`config.mk`:
```
export PLATFORM = sky130hd
export DESIGN_NAME = hazard_ctrl
export DESIGN_NICKNAME = d
export VERILOG_FILES = /design/src/rtl/hazard_pkg.sv /design/src/rtl/hazard_ctrl_sat_counter.sv /design/src/rtl/hazard_ctrl.sv
export SDC_FILE = /design/constraint.sdc
export NUM_CORES = 1
export LEC_CHECK = 0
export CELL_PAD_IN_SITES_DETAIL_PLACEMENT = 1
export CELL_PAD_IN_SITES_GLOBAL_PLACEMENT = 1
export CORE_AREA = 2 2 94 96
export DETAILED_ROUTE_END_ITERATION = 10
export DIE_AREA = 0 0 96 98
export PLACE_DENSITY = 0.76
export SYNTH_ARGS = -nofsm -noshare
export SYNTH_HDL_FRONTEND = slang
export SYNTH_HIERARCHICAL = 1
export SYNTH_SLANG_ARGS = --single-unit
```
`constraint.sdc`:
```
create_clock -name clk -period 4.2 [get_ports clk]
set_clock_uncertainty 0.1 [all_clocks]
set_input_delay 0.63 -clock clk [delete_from_list [all_inputs] [get_ports clk]]
set_output_delay 0.63 -clock clk [all_outputs]
set_load 0.02 [all_outputs]
```
`src/rtl/hazard_pkg.sv`:
```
// Shared definitions for the branch-in-decode hazard controller:
// forward-select codes, controller state encoding and the link register.
package hazard_pkg;

    // Decode-stage comparator operand selects.
    localparam logic [1:0] FWD_RF  = 2'b00;  // register file
    localparam logic [1:0] FWD_MEM = 2'b01;  // aluRes_MEM
    localparam logic [1:0] FWD_WB  = 2'b10;  // writeData_WB

    // jal writes the return address here regardless of the destination field.
    localparam logic [4:0] RA_REG = 5'd31;

    // IDLE evaluates hazards; HOLD is the second cycle of a load-to-branch stall.
    typedef enum logic {
        IDLE = 1'b0,
        HOLD = 1'b1
    } state_t;

    // Destination a stage really writes once jal is taken into account.
    function automatic logic [4:0] eff_dest(input logic jal, input logic [4:0] dest);
        return jal ? RA_REG : dest;
    endfunction

endpackage

```
`src/rtl/hazard_ctrl_sat_counter.sv`:
```
// Saturating up-counter with synchronous active-low clear; never wraps.
module sat_counter #(
    parameter int W = 16
) (
    input  logic         i_clk,
    input  logic         i_clr_n,
    input  logic         i_inc,
    output logic [W-1:0] o_count
);

    localparam logic [W-1:0] ONE = {{(W-1){1'b0}}, 1'b1};
    localparam logic [W-1:0] MAX = {W{1'b1}};

    logic [W-1:0] r_count;

    // Clear wins over increment; at all-ones further events are dropped.
    always_ff @(posedge i_clk) begin
        if (!i_clr_n) begin
            r_count <= '0;
        end else if (i_inc && (r_count != MAX)) begin
            r_count <= r_count + ONE;
        end
    end

    assign o_count = r_count;

endmodule

```
`src/rtl/hazard_ctrl.sv`:
```
// Hazard and flush controller for a datapath that resolves branches in decode.
// Produces branch-comparator forward selects, IF/ID stall, IF/ID and ID/EX
// flushes, and counts stall/flush cycles. o_dbg_state exposes the raw FSM
// state register (1 = HOLD) and is not gated by reset.
//
// Handshake note: there is no valid/ready protocol here; every output is a
// same-cycle combinational function of the inputs and the state register.
module hazard_ctrl
    import hazard_pkg::*;
#(
    parameter int CNT_W = 16
) (
    input  logic             clk,
    input  logic             rst,
    input  logic [4:0]       rs_ID,
    input  logic [4:0]       rt_ID,
    input  logic             Branch_ID,
    input  logic             jr_ID,
    input  logic             jump_ID,
    input  logic             PCSrc_ID,
    input  logic [4:0]       DestReg_EX,
    input  logic [4:0]       DestReg_MEM,
    input  logic [4:0]       writeRegister_WB,
    input  logic             RegWriteEn_EX,
    input  logic             RegWriteEn_MEM,
    input  logic             RegWriteEn_WB,
    input  logic             jal_EX,
    input  logic             jal_MEM,
    input  logic             jal_WB,
    input  logic             MemReadEn_EX,
    input  logic             MemReadEn_MEM,
    output logic [1:0]       ForwardA_branch,
    output logic [1:0]       ForwardB_branch,
    output logic             stall_IF,
    output logic             stall_ID,
    output logic             flush_IFID,
    output logic             flush_IDEX,
    output logic [CNT_W-1:0] stallCount,
    output logic [CNT_W-1:0] flushCount,
    output logic             o_dbg_state
);

    // ---------------- destination / producer decode ----------------
    logic [4:0] w_dest_ex, w_dest_mem, w_dest_wb;
    logic       w_prod_ex, w_prod_mem, w_prod_wb;

    assign w_dest_ex  = eff_dest(jal_EX,  DestReg_EX);
    assign w_dest_mem = eff_dest(jal_MEM, DestReg_MEM);
    assign w_dest_wb  = eff_dest(jal_WB,  writeRegister_WB);

    // Writes to r0 are architecturally void, so they never produce a value.
    assign w_prod_ex  = RegWriteEn_EX  && (w_dest_ex  != 5'd0);
    assign w_prod_mem = RegWriteEn_MEM && (w_dest_mem != 5'd0);
    assign w_prod_wb  = RegWriteEn_WB  && (w_dest_wb  != 5'd0);

    // Per-stage register matches; producer status already excludes r0.
    logic w_ex_rs, w_ex_rt, w_mem_rs, w_mem_rt, w_wb_rs, w_wb_rt;

    assign w_ex_rs  = w_prod_ex  && (w_dest_ex  == rs_ID);
    assign w_ex_rt  = w_prod_ex  && (w_dest_ex  == rt_ID);
    assign w_mem_rs = w_prod_mem && (w_dest_mem == rs_ID);
    assign w_mem_rt = w_prod_mem && (w_dest_mem == rt_ID);
    assign w_wb_rs  = w_prod_wb  && (w_dest_wb  == rs_ID);
    assign w_wb_rt  = w_prod_wb  && (w_dest_wb  == rt_ID);

    // Operand use by the decode-stage comparator / jr target.
    logic w_use_rs, w_use_rt;

    assign w_use_rs = Branch_ID || jr_ID;
    assign w_use_rt = Branch_ID;

    // ---------------- branch operand forwarding ----------------
    logic [1:0] w_fwd_a, w_fwd_b;

    // MEM beats WB; a load in MEM has no ALU result yet, so it cannot forward.
    always_comb begin
        w_fwd_a = FWD_RF;
        w_fwd_b = FWD_RF;
        if (rs_ID != 5'd0) begin
            if (w_mem_rs && !MemReadEn_MEM) begin
                w_fwd_a = FWD_MEM;
            end else if (w_wb_rs) begin
                w_fwd_a = FWD_WB;
            end
        end
        if (rt_ID != 5'd0) begin
            if (w_mem_rt && !MemReadEn_MEM) begin
                w_fwd_b = FWD_MEM;
            end else if (w_wb_rt) begin
                w_fwd_b = FWD_WB;
            end
        end
    end

    // ---------------- stall length decode ----------------
    logic w_br_ex, w_br_mem_load, w_load_use_ex;
    logic w_need2, w_need1;

    // Two cycles when the comparator waits on a load still in EX; one cycle
    // for ALU-in-EX, load-in-MEM, or a plain load-use (rs/rt always assumed read).
    always_comb begin
        w_br_ex       = (w_use_rs && w_ex_rs) || (w_use_rt && w_ex_rt);
        w_br_mem_load = MemReadEn_MEM && ((w_use_rs && w_mem_rs) || (w_use_rt && w_mem_rt));
        w_load_use_ex = MemReadEn_EX && (w_ex_rs || w_ex_rt);
        w_need2       = w_br_ex && MemReadEn_EX;
        w_need1       = (w_br_ex && !MemReadEn_EX) || w_br_mem_load || w_load_use_ex;
    end

    // ---------------- stall FSM ----------------
    state_t r_state;
    state_t w_state_nxt;
    logic   w_stall;

    // State register; reset discards any stall still owed from HOLD.
    always_ff @(posedge clk) begin
        if (!rst) begin
            r_state <= IDLE;
        end else begin
            r_state <= w_state_nxt;
        end
    end

    // Next state and stall request; detection only matters in IDLE.
    always_comb begin
        w_state_nxt = r_state;
        w_stall     = 1'b0;
        case (r_state)
            IDLE: begin
                w_stall = w_need2 || w_need1;
                if (w_need2) begin
                    w_state_nxt = HOLD;
                end
            end
            HOLD: begin
                w_stall     = 1'b1;
                w_state_nxt = IDLE;
            end
            default: begin
                w_state_nxt = IDLE;
            end
        endcase
        if (!rst) begin
            w_stall     = 1'b0;
            w_state_nxt = IDLE;
        end
    end

    // A held branch redirects only on the cycle it is released.
    logic w_flush;

    assign w_flush = rst && !w_stall && (PCSrc_ID || jump_ID || jr_ID);

    // ---------------- activity counters ----------------
    logic [CNT_W-1:0] w_stall_cnt, w_flush_cnt;

    sat_counter #(.W(CNT_W)) u_stall_cnt (
        .i_clk   (clk),
        .i_clr_n (rst),
        .i_inc   (w_stall),
        .o_count (w_stall_cnt)
    );

    sat_counter #(.W(CNT_W)) u_flush_cnt (
        .i_clk   (clk),
        .i_clr_n (rst),
        .i_inc   (w_flush),
        .o_count (w_flush_cnt)
    );

    // Output drive; everything reads zero while reset is held.
    always_comb begin
        ForwardA_branch = FWD_RF;
        ForwardB_branch = FWD_RF;
        stall_IF        = 1'b0;
        stall_ID        = 1'b0;
        flush_IDEX      = 1'b0;
        flush_IFID      = 1'b0;
        stallCount      = '0;
        flushCount      = '0;
        if (rst) begin
            ForwardA_branch = w_fwd_a;
            ForwardB_branch = w_fwd_b;
            stall_IF        = w_stall;
            stall_ID        = w_stall;
            flush_IDEX      = w_stall;
            flush_IFID      = w_flush;
            stallCount      = w_stall_cnt;
            flushCount      = w_flush_cnt;
        end
    end

    assign o_dbg_state = (r_state == HOLD);

endmodule

```
## After elaboration in Yosys (flattened, before gate mapping)

Cells that the tools add are included.

- Add/subtract/negate cells: 2
- Eq/ne operators: 8
- Mux-type cells: 19
- Bitwise operators: 1
- Reduce and logical (&&, ||, !) cells: 40

Operators with widths:

| kind | count |
|---|---|
| $add A16 B1 Y16 const B | 2 |
| $mux W16 | 2 |
| $ne A16 B16 Y1 const B | 2 |
| $eq A5 B5 Y1 | 6 |
| $reduce_bool A5 Y1 | 5 |
| $logic_and A1 B1 Y1 | 23 |
| $mux W2 | 8 |
| $mux W5 | 3 |
| $logic_or A1 B1 Y1 | 9 |
| $mux W1 | 4 |
| $pmux W1 S2 | 2 |
| $logic_not A1 Y1 | 3 |
| $not A1 Y1 | 1 |

- Register bits after elaboration: 33
- Output and inout bits: 41
- Logic and storage cells: 73

## Longest topological paths before layout

Gate-level depths: netlist of the first run.

- Depth in word-level cells: 16
- Gate-level depth with buffers: 11
- Gate-level depth less buffers: 10

## Cells and area by module

Netlist of the first run, hierarchy kept.

Modules (own cells, without submodules):

| module | instances | cells each | area each (um^2) | seq. area each (um^2) |
|---|---|---|---|---|
| sat_counter | 2 | 97 | 837.1 | 320.3 |
| hazard_ctrl | 1 | 191 | 1204.9 | 20.0 |

## Least setup slack after synthesis of the first run

No wires, ideal clock.

- Path type: input -> register
- Start point: in DestReg_MEM[3]
- End point: reg u_flush_cnt.r_count[13], in the netlist u_flush_cnt/o_count[13]
- Library setup time: 0.071 ns
- Data arrival time: 3.199 ns
- Setup slack: 0.831 ns
- Stages: 10
- Path buffers: 1
- Cell sequence: buf_6 or4_4 o31ai_4 nor2_1 nand4_1 a21boi_2 nor4_1 nand2_1 or4_1 a21oi_1

- Cells in the longest elaborated chain, start to end: 16
- Elaborated cells between the ends (all ways): 20

RTL lines:

| item | line | RTL |
|---|---|---|
| start, declared | hazard_ctrl.sv:22 | `input logic [4:0] DestReg_MEM,` |
| $mux W5 * | hazard_pkg.sv:21 | `return jal ? RA_REG : dest;` |
| $reduce_bool A5 Y1 | hazard_ctrl.sv:53 | `assign w_prod_mem = RegWriteEn_MEM && (w_dest_mem != 5'd0);` |
| $logic_and A1 B1 Y1 | hazard_ctrl.sv:53 |  |
| $logic_and A1 B1 Y1 (on tied branches) | hazard_ctrl.sv:61, hazard_ctrl.sv:62 |  |
| $logic_and A1 B1 Y1 | hazard_ctrl.sv:103 | `w_br_mem_load = MemReadEn_MEM && ((w_use_rs && w_mem_rs) \|\| (w_use_rt && w_mem_rt));` |
| $logic_or A1 B1 Y1 * | hazard_ctrl.sv:103 |  |
| $logic_and A1 B1 Y1 * | hazard_ctrl.sv:103 |  |
| $logic_or A1 B1 Y1 * (2 in series) | hazard_ctrl.sv:106 | `w_need1 = (w_br_ex && !MemReadEn_EX) \|\| w_br_mem_load \|\| w_load_use_ex;` |
| $logic_or A1 B1 Y1 * | hazard_ctrl.sv:129 | `w_stall = w_need2 \|\| w_need1;` |
| $pmux W1 S2 * | hazard_ctrl.sv:127 | `case (r_state)` |
| $mux W1 * | hazard_ctrl.sv:142 | `if (!rst) begin` |
| $logic_not A1 Y1 * | hazard_ctrl.sv:151 | `assign w_flush = rst && !w_stall && (PCSrc_ID \|\| jump_ID \|\| jr_ID);` |
| $logic_and A1 B1 Y1 * (2 in series) | hazard_ctrl.sv:151 |  |
| via w_flush | hazard_ctrl.sv:149 | `logic w_flush;` |
| $logic_and A1 B1 Y1 * | hazard_ctrl_sat_counter.sv:20 | `end else if (i_inc && (r_count != MAX)) begin` |
| end signal, assigned | hazard_ctrl_sat_counter.sv:21 | `r_count <= r_count + ONE;` |
| end, declared | hazard_ctrl_sat_counter.sv:14 | `logic [W-1:0] r_count;` |

Mark *: on every way through the listed nets, which the timed path passes. The rest lies on a longest branch.
A chain may end at the register's enable or synchronous reset.

## Worst setup path in the final report of the first run

- Start point: in DestReg_EX[0]
- End point: out flush_IDEX

- Cells in the longest elaborated chain, start to end: 13
- Elaborated cells between the ends (all ways): 20

RTL lines:

| item | line | RTL |
|---|---|---|
| start, declared | hazard_ctrl.sv:21 | `input logic [4:0] DestReg_EX,` |
| $mux W5 * | hazard_pkg.sv:21 |  |
| $reduce_bool A5 Y1 | hazard_ctrl.sv:52 | `assign w_prod_ex = RegWriteEn_EX && (w_dest_ex != 5'd0);` |
| $logic_and A1 B1 Y1 | hazard_ctrl.sv:52 |  |
| $logic_and A1 B1 Y1 (on tied branches) | hazard_ctrl.sv:59, hazard_ctrl.sv:60 |  |
| $logic_and A1 B1 Y1 | hazard_ctrl.sv:102 | `w_br_ex = (w_use_rs && w_ex_rs) \|\| (w_use_rt && w_ex_rt);` |
| $logic_or A1 B1 Y1 | hazard_ctrl.sv:102 |  |
| $logic_and A1 B1 Y1 | hazard_ctrl.sv:106 |  |
| $logic_or A1 B1 Y1 (2 in series) | hazard_ctrl.sv:106 |  |
| $logic_or A1 B1 Y1 * | hazard_ctrl.sv:129 |  |
| $pmux W1 S2 * | hazard_ctrl.sv:127 |  |
| $mux W1 * | hazard_ctrl.sv:142 |  |
| $mux W1 * | hazard_ctrl.sv:180 | `if (rst) begin` |
| end, declared | hazard_ctrl.sv:37 | `output logic flush_IDEX,` |

Every way passes the cells marked *; elsewhere a longest branch is shown, timed or not.

==> reports/metrics.yaml, run 1 <==
outcome: "complete, no violations"
place_congestion: 0.833
finalHoldViolations: 0
ant_nets: 0
placed_area_sq_mm: 0.00379
totalWireLength_um: 8850
p_sw_frac: 0.279
setup_viol: 0
synth_flop_cell: "dfxtp_1"
drcViolationCount: 0
area_delta_synth_final_pct: 35.1
core_sq_mm: 0.00847
synthArstFlopShare: 0
pwr-share-clk: 0.361
seqPwrFrac: 0.423
antenna_found_initial: 0
seq_area_sq_um: 661
routed-wl-met2_um: 4280
cts_tree: "yes"
syn_area_per_cell_sq_um: 7.48
synth_seq_area_share: 0.229
die_w_um: 96
nFillCells: 1060
die_h_um: 98
drtIter0Drc: 85
avgViaCountPerCell: 5.53
clock-sinks: 33
cts-root-buf: "clkbuf_8"
gr-total-overflow: 0
cap_violations: 0
min_path_type: "flop to flop"
pwr_density_cell_mw_per_mm2: 193
crit_arrival_ns: 3.34
wl_per_cell_um: 15.5
htree_levels: 2
min_period_ns: 4.07
synthCells: 385
worstSkewPairLatency_ns: 0.29
drive_above_1_share: 0.0819
leakage_nw: 1.31
ys_types: 51
wl_met1_um: 4090
rsz0062_at_grt: "no"
ys_ff_latch: 33
rows: 34
path_clk_slew_ns: 0.07
final_common_cell: "clkdlybuf4s50_1"
peakVddDrop_mv: 0.0840
fin_area_sq_mm: 0.00389
tightest_slew_ns: 1.01
cts_buffers: 5
grt_max_degree: 46
cts_setup_buffers: 0
cts_buffer_depth: 2
yosysWarnings: 6
synth_area_sq_mm: 0.00288
post-route-period-util: 0.969
diodes: 0
final_nets: 504
first_pass_iters: 4
end_kind: "output pin"
routed.top_layer: "met4"
finalSetupTns_ns: 0
numPortBuffers: 79
required_ns: 3.47
start_kind: "primary input"
crit_type: "primary input to output pin"
relSlewSlack: 0.320
multi_input_area_sq_mm: 0.00204
fp.dieArea_sq_mm: 0.00941
slowest_delay_ns: 0.66
syn-num-nets: 426
grt_pass1_vias: 3168
dr_wl_met3_um: 359
grt_pass1_wl_um: 14700
synth_edf_count: 0
start_util: 0.340
switchingPower_mw: 0.209
dpl.hpwl_um: 6900
crit_slowest_cell: "clkdlybuf4s50_1"
dr_total_vias: 3163
worst-path-max-fanout: 4
io_pins: 80
drv_slew: 0
max_freq_ghz: 0.246
path_cells: "clkdlybuf4s50_1 -> or4bb_1 -> o22ai_1 -> o22ai_2 -> o32ai_2 -> o31a_2 -> o31a_1 -> clkdlybuf4s50_1"
intPower_mw: 0.541
p_comb_frac: 0.216
final_cell_mix: "78 x clkdlybuf4s50_1, 36 x nand2_1, 35 x a21oi_1, 33 x dfxtp_1, 32 x and2_1"
track_usage: 0.191
crit_top_cell: "clkdlybuf4s50_1"
-- final cells by class --
class / instances / area share
clock buffers: 7 / 0.0248
clock inverters: 1 / 0.00129
flip-flops and latches: 33 / 0.170
well taps: 108 / 0.0347
inverters: 9 / 0.00868
multi-input cells: 318 / 0.524
repair buffers: 96 / 0.237
-- timing repair --
action / in CTS / in global routing
hold buffers: 0 / 0
endpoints found under the setup margin: 0 / 2
resized for setup: 0 / 1
-- flip-flops by register name, indices dropped and copies added (netlist names) --
register	cells
u_flush_cnt/o_count	16
u_stall_cnt/o_count	16
o_dbg_state	1
-- layer usage --
metal,up-vias,global-route usage
met5,-,0
met4,0,0.0473
met3,8,0.0301
met2,67,0.330
met1,1509,0.246
li1,1579,-
-- power groups by stage --
stage | Sequential, mW | Combinational, mW | Clock (mW)
2_1_floorplan | 0.324 | 0.0876 | 0
5_1_grt | 0.318 | 0.178 | 0.290
4_1_cts | 0.317 | 0.164 | 0.281
3_3_place_gp | 0.324 | 0.158 | 0
6_report | 0.317 | 0.162 | 0.271
3_5_place_dp | 0.324 | 0.163 | 0
-- Yosys cell counts (all sizes together) (12+ instances only) --
cell type,instances,share of area
o21ai,12,0.021
nor4,12,0.030
nand2,36,0.047
dfxtp,33,0.23
nor3,20,0.037
and2,32,0.070
or4,13,0.035
nor2,28,0.037
buf,16,0.039
a21oi,35,0.061
nand3,17,0.030
o31ai,12,0.036
-- final timing paths --
check / from / end / slack (ns) / depth (start not counted)
max: DestReg_EX[0] / flush_IDEX / 0.13 / 8
min: o_dbg_state / o_dbg_state / 0.42 / 1
max reg2reg: u_flush_cnt/o_count[0] / u_flush_cnt/o_count[5] / 1.98 / 6
min reg2reg: o_dbg_state / o_dbg_state / 0.42 / 1
-- stage by stage --
step           std cells  power, mW   util  hold slack [ns]  worst slack (ns)
6_report             572      0.750  0.460            0.417             0.131
2_1_floorplan        385      0.411      -            0.374             0.831
5_1_grt              572      0.785  0.460            0.446           0.00431
4_1_cts              572      0.762  0.459            0.417            0.0916
3_5_place_dp         564      0.487  0.447            0.408             0.112
3_3_place_gp         564      0.482  0.447            0.397             0.176
-- cell families after synthesis --
kind of cell             count (synthesis)  share of synthesized area
flip-flops                              33                      0.229
multiplexers                             6                     0.0209
XOR/XNOR                                22                     0.0669
adder cells (fa/ha/maj)                  2                    0.00869
buffers and inverters                   34                     0.0626
AO/OA/AOI/OAI                           89                      0.207
AND/OR/NAND/NOR                        199                      0.405
-- worst max-delay path, delay by kind of cell --
kind	cells	cell delay, ns
compound gates	5	1.04
simple gates	1	0.49
buf+inv	2	1.18
(Power assumes the default switching activity.)
==> inputs of run 2 (changes only) <==
- CORE_AREA: 2 2 94 96 -> 5 5 97 99
- DIE_AREA: 0 0 96 98 -> 0 0 102 104
- RECOVER_POWER: default -> 50
==> reports/metrics.yaml, run 2 (same netlist as run 1, synthesis figures left out) <==
avgViaCountPerCell: 5.55  # +0.32%
gr-total-overflow: 0  # unchanged
end_kind: "output pin"
totalWireLength_um: 9140  # +3.3%
fin_util: 0.455  # -0.00414
required_ns: 3.47  # about the same
path_clk_slew_ns: 0.07  # about the same
crit_type: "primary input to output pin"
diodes: 0  # unchanged
stdcell_count: 570  # -0.35%
crit_arrival_ns: 3.22  # -0.12 ns
dr_total_vias: 3162  # -0.032%
fp.dieArea_sq_mm: 0.0106  # +13%
hold_slack_ns: 0.416  # -0.000706 ns
dpl.hpwl_um: 7170  # +4.0%
tightest_slew_ns: 0.746  # -0.266 ns
place_congestion: 0.840  # +0.88%
cts-root-buf: "clkbuf_8"
min_period_ns: 3.95  # -0.120 ns
cts_buffer_depth: 2  # unchanged
worst-path-max-fanout: 4  # unchanged
post-route-period-util: 0.940  # -0.0285
worstSkewPairLatency_ns: 0.28  # about the same
io_pins: 80  # unchanged
drv_slew: 0  # unchanged
regToRegStartpoint: "u_flush_cnt/o_count[0]"
placed_area_sq_mm: 0.00378  # -0.20%
crit_top_cell: "clkdlybuf4s50_1"
cap_violations: 0  # unchanged
seq_area_sq_um: 661  # unchanged
grt_pass1_vias: 3252  # +2.7%
start_util: 0.340  # unchanged
first_pass_iters: 4  # unchanged
antenna_found_initial: 0  # unchanged
track_usage: 0.173  # -0.0188
crit_slowest_cell: "clkdlybuf4s50_1"
cts_hold_buf: 0  # unchanged
numPortBuffers: 79  # unchanged
die_h_um: 104  # +6.1%
min_path_type: "flop to flop"
path_cells: "clkdlybuf4s50_1 -> or4bb_1 -> o22ai_1 -> o22ai_2 -> o32ai_2 -> o31a_2 -> o31a_1 -> clkdlybuf4s50_1"
final_nets: 503  # -0.20%
slowest_delay_ns: 0.64  # -0.02 ns
relSlewSlack: 0.499  # +0.179
peakVddDrop_mv: 0.103  # +23%
area_delta_synth_final_pct: 33.9
finalSetupTns_ns: 0  # unchanged
grt_pass1_wl_um: 15300  # +4.5%
cts_setup_buffers: 0  # unchanged
final_common_cell: "clkdlybuf4s50_1"
multi_input_area_sq_mm: 0.00204  # unchanged
ant_nets: 0  # unchanged
cp-startpoint: "DestReg_EX[0]"
die_w_um: 102  # +6.3%
setup_viol: 0  # unchanged
pwr_density_cell_mw_per_mm2: 188  # -2.5%
drcViolationCount: 0  # unchanged
clock-sinks: 33  # unchanged
htree_levels: 2  # unchanged
rows: 34  # unchanged
max_freq_ghz: 0.253  # +3.0%
cts_tree: "yes"
start_kind: "primary input"
place_inst: 563  # -0.18%
grt_max_degree: 47  # +2.2%
drive_above_1_share: 0.0714  # -0.0105
final_cell_mix: "49 x clkdlybuf4s50_1, 36 x nand2_1, 35 x a21oi_1, 33 x dfxtp_1"
worstHoldStart: "u_flush_cnt/o_count[9]"
ctsResizeCount: 0  # unchanged
outcome: "complete, no violations"
wl_per_cell_um: 16.0  # +3.7%
finalHoldViolations: 0  # unchanged
core_sq_mm: 0.00847  # unchanged
fin_area_sq_mm: 0.00385  # -0.90%
rsz0062_at_grt: "no"
leakage_nw: 1.38  # +4.8%
cts_buffers: 5  # unchanged
drtIter0Drc: 85  # unchanged
nFillCells: 1060  # unchanged
[run 2: changes by cell type in the layout (fill, tap and decap cells not counted), moves of 2 or more]
| cell | before | now |
|---|---|---|
| dlygate4sd3_1 | 0 | 30 |
| clkdlybuf4s50_1 | 78 | 49 |
| buf_4 | 17 | 13 |
| clkbuf_1 | 0 | 3 |
| and2_0 | 0 | 2 |
| and2_1 | 32 | 30 |
[run 2: final timing paths]
kind / slack, ns / to / cells past startpoint
max: 0.25 / stall_IF / 8
min: 0.42 / u_flush_cnt/o_count[9] / 2
max reg2reg: 2.06 / u_flush_cnt/o_count[15] / 6
min reg2reg: 0.42 / u_flush_cnt/o_count[9] / 2
[run 2: final cells by class]
class,count,area share
flip-flops and latches,33,0.171
inverters,9,0.00876
well taps,108,0.0351
clock buffers,7,0.0224
repair buffers,95,0.234
multi-input cells,318,0.529
[run 2: metal layers]
metal / wire [um] / vias up / GRT usage
met4: 164 / 0 / 0.0450
met1: 4100 / 1488 / 0.223
met2: 4360 / 77 / 0.292
met3: 512 / 12 / 0.0295
li1: - / 1585 / -
met5: 0 / - / 0
[run 2: stage by stage]
step           power [mW]  setup WS, ns
2_1_floorplan       0.411         0.831
3_3_place_gp        0.482         0.265
3_5_place_dp        0.488         0.222
4_1_cts             0.736         0.203
5_1_grt             0.761        0.0839
6_report            0.725         0.251
[run 2: critical path, delay by kind of cell]
family,cells,cell delay (ns)
buffers and inverters,2,1.15
AO/OA/AOI/OAI,5,0.95
AND/OR/NAND/NOR,1,0.49
[run 2: power breakdown]
group	internal, mW	switching (mW)	total (mW)
clock	0.130	0.116	0.246
combinational	0.0765	0.0853	0.162
sequential	0.315	0.00263	0.317
total	0.521	0.203	0.725
